File: config.mk
export PLATFORM = sky130hd
export DESIGN_NAME = ram_dual_addr_param
export DESIGN_NICKNAME = d
export VERILOG_FILES = /design/src/rtl/ram_dual_addr_param.sv
export SDC_FILE = /design/constraint.sdc
export NUM_CORES = 1
export LEC_CHECK = 0
export BUFFER_PORTS_ARGS = -buffer_cell sky130_fd_sc_hd__buf_4
export CAP_MARGIN = 20
export CELL_PAD_IN_SITES_DETAIL_PLACEMENT = 1
export CELL_PAD_IN_SITES_GLOBAL_PLACEMENT = 2
export CORE_MARGIN = 4
export CORE_UTILIZATION = 30
export DETAILED_ROUTE_END_ITERATION = 16
export PLACE_DENSITY_LB_ADDON = 0.2
export SLEW_MARGIN = 10
export SYNTH_ARGS = -nofsm -noshare
export SYNTH_HDL_FRONTEND = slang
export SYNTH_SLANG_ARGS = --single-unit
File: constraint.sdc
create_clock -name clk -period 4.7 [get_ports clk]
set_input_delay 0.47 -clock clk [delete_from_list [all_inputs] [get_ports clk]]
set_output_delay 0.47 -clock clk [all_outputs]
set_load 0.05 [all_outputs]
File: src/rtl/ram_dual_addr_param.sv
// Simple dual-address RAM with byte-lane write enables, a registered read
// port and a self-clearing start-up sequence. The memory is zeroed one word
// per cycle in INIT after every reset. User traffic is accepted only in READY.
//
// Handshake: there is no back-pressure. A write (we) or read (re) is taken in
// every READY cycle in which it is high. q_valid is high for exactly the one
// cycle after an accepted read, and q then holds until the next accepted read.
module ram_dual_addr_param #(
    parameter int DATA_W   = 8,
    parameter int ADDR_W   = 6,
    parameter int RDW_MODE = 0
) (
    input  logic                 clk,
    input  logic                 rst_n,
    input  logic [DATA_W-1:0]    data,
    input  logic [ADDR_W-1:0]    write_addr,
    input  logic                 we,
    input  logic [DATA_W/8-1:0]  be,
    input  logic [ADDR_W-1:0]    read_addr,
    input  logic                 re,
    output logic [DATA_W-1:0]    q,
    output logic                 q_valid,
    output logic                 init_busy,
    output logic                 dbg_state
);

    localparam int BE_W  = DATA_W / 8;
    localparam int DEPTH = 1 << ADDR_W;

    // Reject data widths that do not split into whole byte lanes.
    generate
        if ((DATA_W % 8) != 0 || DATA_W < 8) begin : g_bad_data_w
            $error("ram_dual_addr_param: DATA_W must be a positive multiple of 8");
        end
    endgenerate

    typedef enum logic {
        ST_INIT  = 1'b0,
        ST_READY = 1'b1
    } state_e;

    state_e                  state_q;
    logic [ADDR_W-1:0]       cnt_q;
    logic [DATA_W-1:0]       q_q;
    logic                    q_valid_q;
    logic [DATA_W-1:0]       ram_q [DEPTH];
    logic [DATA_W-1:0]       rd_word_d;

    // Read word: the stored word, or in write-through mode the word with the
    // lanes being written in this same cycle already merged in.
    always_comb begin
        rd_word_d = ram_q[read_addr];
        if (RDW_MODE != 0 && we && (write_addr == read_addr)) begin
            for (int i = 0; i < BE_W; i++) begin
                if (be[i]) begin
                    rd_word_d[8*i +: 8] = data[8*i +: 8];
                end
            end
        end
    end

    // Storage array: cleared word by word in INIT, byte-lane writes in READY.
    // The array has no reset of its own; only the INIT sweep zeroes it.
    always_ff @(posedge clk) begin
        if (rst_n) begin
            if (state_q == ST_INIT) begin
                ram_q[cnt_q] <= '0;
            end else if (we) begin
                for (int i = 0; i < BE_W; i++) begin
                    if (be[i]) begin
                        ram_q[write_addr][8*i +: 8] <= data[8*i +: 8];
                    end
                end
            end
        end
    end

    // Control FSM with clear counter and the registered read port.
    always_ff @(posedge clk) begin
        if (!rst_n) begin
            state_q   <= ST_INIT;
            cnt_q     <= '0;
            q_q       <= '0;
            q_valid_q <= 1'b0;
        end else begin
            case (state_q)
                ST_INIT: begin
                    // Reads are ignored here, so q keeps its value and no
                    // valid is raised, including on the edge into READY.
                    q_valid_q <= 1'b0;
                    cnt_q     <= cnt_q + 1'b1;
                    if (&cnt_q) begin
                        state_q <= ST_READY;
                    end
                end
                ST_READY: begin
                    q_valid_q <= re;
                    if (re) begin
                        q_q <= rd_word_d;
                    end
                end
                default: begin
                    state_q   <= ST_INIT;
                    cnt_q     <= '0;
                    q_valid_q <= 1'b0;
                end
            endcase
        end
    end

    assign q         = q_q;
    assign q_valid   = q_valid_q;
    assign init_busy = (state_q == ST_INIT);
    assign dbg_state = state_q;

endmodule
==> impl_metrics.py <==
metrics = {
    "routing": {
        "wl_per_cell_um": 25.1,
        "ant_nets": 0,
        "drc": 0,
        "dr_wl_met3_um": 1740,
        "wl_um": 54500,
        "vias": 10579,
        "wl_met1_um": 26400,
        "first_pass_iters": 5,
        "dr_wl_met2_um": 25300,
        "vias_per_cell": 4.87,
        "top_layer_used": "met4",
        "drtIter0Drc": 773,
    },
    "worst_setup_path": {
        "worstPathRequired_ns": 4.92,
        "cp-start-kind": "flop",
        "critPathKind": "flop to flop",
        "slowest_delay_ns": 0.74,
        "cp.arrival_ns": 3.58,
        "cp_slowest_cell": "nor2_1",
        "critPathMaxFanout": 17,
        "crit_path_end_kind": "flop",
        "crit_chain": "nand4_1 -> or3_1 -> o31ai_1 -> nand2_1 -> nor2_1",
    },
    "grt": {
        "overflow": 0,
        "antenna_found_initial": 0,
        "grt_pass1_vias": 11241,
        "grt_max_degree": 79,
        "grtUsageTotal_pct": 14.7,
        "grt_pass1_wl_um": 79600,
    },
    "sta": {
        "fmax_ghz": 0.298,
        "fin_crit_sh_pct": 71.5,
        "hold_viol_final": 0,
        "min_period_ns": 3.36,
        "grt_setup_unrepaired": "no",
        "finClkSkew_ns": 0.0240,
        "tightest_slew_ns": 1.12,
        "tns_ns": 0,
        "hold_slack_ns": 0.190,
        "maxSlewViolCount": 0,
        "finalSetupViolations": 0,
        "slew_headroom_pct": 25.1,
    },
    "run_status": {
        "status": "complete, no violations",
    },
    "die": {
        "coreArea_um2": 68900,
        "num_rows": 96,
        "start_util_pct": 30.4,
        "dieArea_um2": 74200,
        "ios": 36,
        "die_h_um": 272,
        "die_x_um": 272,
    },
    "power": {
        "clockPowerShare_pct": 44.2,
        "pwr_density_cell_nw_per_um2": 405,
        "p_leak_nw": 7.90,
        "peakVddDrop_mv": 0.283,
        "switching_power_w": 0.00199,
        "internal-power_w": 0.00772,
        "comb_power_share_pct": 3.3,
        "seqPwrFrac_pct": 52.6,
        "p_sw_share_pct": 20.5,
        "report.power.total_w": 0.00971,
    },
    "placement": {
        "place_congestion": 0.793,
        "port_buffers": 35,
        "hpwl_um": 35600,
    },
    "yosys": {
        "synth_area_per_cell_um2": 18.3,
        "synthAdderAreaFrac_pct": 0.0597,
        "yosysSeqAreaShare_pct": 74.9,
        "synth.ff_latch_count": 528,
        "synth_fp_nets": 1169,
        "synth_simple_gate_area_share_pct": 4.68,
        "synth_xor_area_share_pct": 0.167,
        "synthesis.area_um2": 21000,
        "yosys.area.top_type_share_pct": 73.4,
        "ys_top_cells_by_area": "edfxtp_1 (73%), mux2i_1 (7.0%), mux4_2 (5.4%), a22oi_1 (2.9%), dfxtp_1 (1.5%)",
        "synthFlopType": "edfxtp_1",
        "synth_edf_count": 512,
        "synth_top_family_by_area": "multiplexers",
        "synthArstFlopShare_pct": 0,
        "synth_cell_types": 55,
        "yosys.area.top_type": "edfxtp_1",
        "synth_compound_area_share_pct": 4.98,
        "synthMuxAreaShare_pct": 13.4,
        "synthCells": 1143,
        "synth-warning-count": 0,
    },
    "min_path": {
        "hold_path.class": "input pin to flop",
    },
    "layout": {
        "layout_common_cells": "edfxtp_1 (512), mux2i_1 (146), a22oi_1 (80), nor2_1 (70), clkbuf_16 (56)",
        "fin_util_pct": 34.8,
        "layout.nets": 1222,
        "n_antenna_cell": 0,
        "area_growth_pct": 14.5,
        "drive_gt1_share_pct": 16.3,
        "layout_commonest_cell": "edfxtp_1",
    },
    "clocking": {
        "cts_tree": "yes",
        "cts-root-buf": "clkbuf_16",
        "clock_path_buffers": 3,
        "cts_hold_buf": 0,
        "path_clk_slew_ns": 0.06,
        "cts.sinks": 528,
        "cts_buffers": 56,
        "ctsHtreeMaxLevel": 2,
        "post_cts_buffers": 0,
        "clock_latency_ns": 0.61,
        "ctsResizeCount": 0,
    },
    "run": {
        "drv_cap": 0,
    },
}
-- flip-flops by register name, indices dropped and copies added, names as in the netlist --
signal     count
cnt_q          6
dbg_state      1
q              8
q_valid        1
ram_q        512
-- cell type report --
cell class,count,area (µm²)
clock inverter,37,333
clock buffer,66,1440
tap,931,1160
multi-input combinational,551,4900
timing repair buffer,56,465
sequential,528,15700
fill,6916,44900
inverter,3,11.3
-- metal layers --
| metal | vias up | GRT usage [%] |
|---|---|---|
| met2 | 170 | 23.2 |
| met4 | 0 | 3.64 |
| met3 | 62 | 2.22 |
| met5 | - | 0 |
| li1 | 4755 | - |
| met1 | 5592 | 21.4 |
-- path summary, 6_finish.rpt --
check,start,endpoint,slack (ns),cells past startpoint
max,dbg_state,ram_q[7][1],1.34,5
min,rst_n,dbg_state,0.19,2
max reg2reg,dbg_state,ram_q[7][1],1.34,5
min reg2reg,cnt_q[5],cnt_q[5],0.57,2
-- logic make-up after synthesis --
group                    after synthesis
XOR/XNOR                               4
buffers and inverters                 64
flip-flops                           528
AND/OR/NAND/NOR                      202
AO/OA/AOI/OAI                        136
multiplexers                         208
adder cells (fa/ha/maj)                1
-- metrics by stage --
| stage | instances | area, µm² | setup slack, ns |
|---|---|---|---|
| after floorplan | 1143 | 21000 | 1.95 |
| after global placement | 2069 | 22200 | 1.39 |
| after detailed placement | 2069 | 22200 | 1.33 |
| after CTS | 2172 | 24000 | 1.30 |
| after global routing | 2172 | 24000 | 1.05 |
| final | 2172 | 24000 | 1.34 |
-- cells in the mapped netlist, types with 5 or more instances --
library cell  instances
o21ai_0               6
dfxtp_1              16
o211ai_1              5
edfxtp_1            512
a221oi_1              7
nor2_1               70
a41oi_1               6
mux2i_1             146
a211o_1               5
nor2b_1              10
mux2_2                6
mux4_1                6
nand2_1              27
mux4_2               50
buf_2                26
nand3_1              46
and2_1               16
clkbuf_1             16
a22oi_1              80
buf_4                 5
nand2b_1              8
a32o_1                5
-- worst max-delay path, delay by kind of cell, from the launching register on --
kind | cells | cell delay [ns]
and+or+nand+nor | 4 | 2.21
DFF | 1 | 0.66
AOI/OAI and AO/OA | 1 | 0.11
-- power by group through the flow --
stage	Clock, W	Combinational (W)	Sequential, W
floorplan	0	0.000211	0.00520
global placement	0	0.000321	0.00521
detailed placement	0	0.000321	0.00521
CTS	0.00440	0.000322	0.00511
global route	0.00462	0.000341	0.00510
finish	0.00429	0.000316	0.00511
Power figures use the tool's default switching activity.
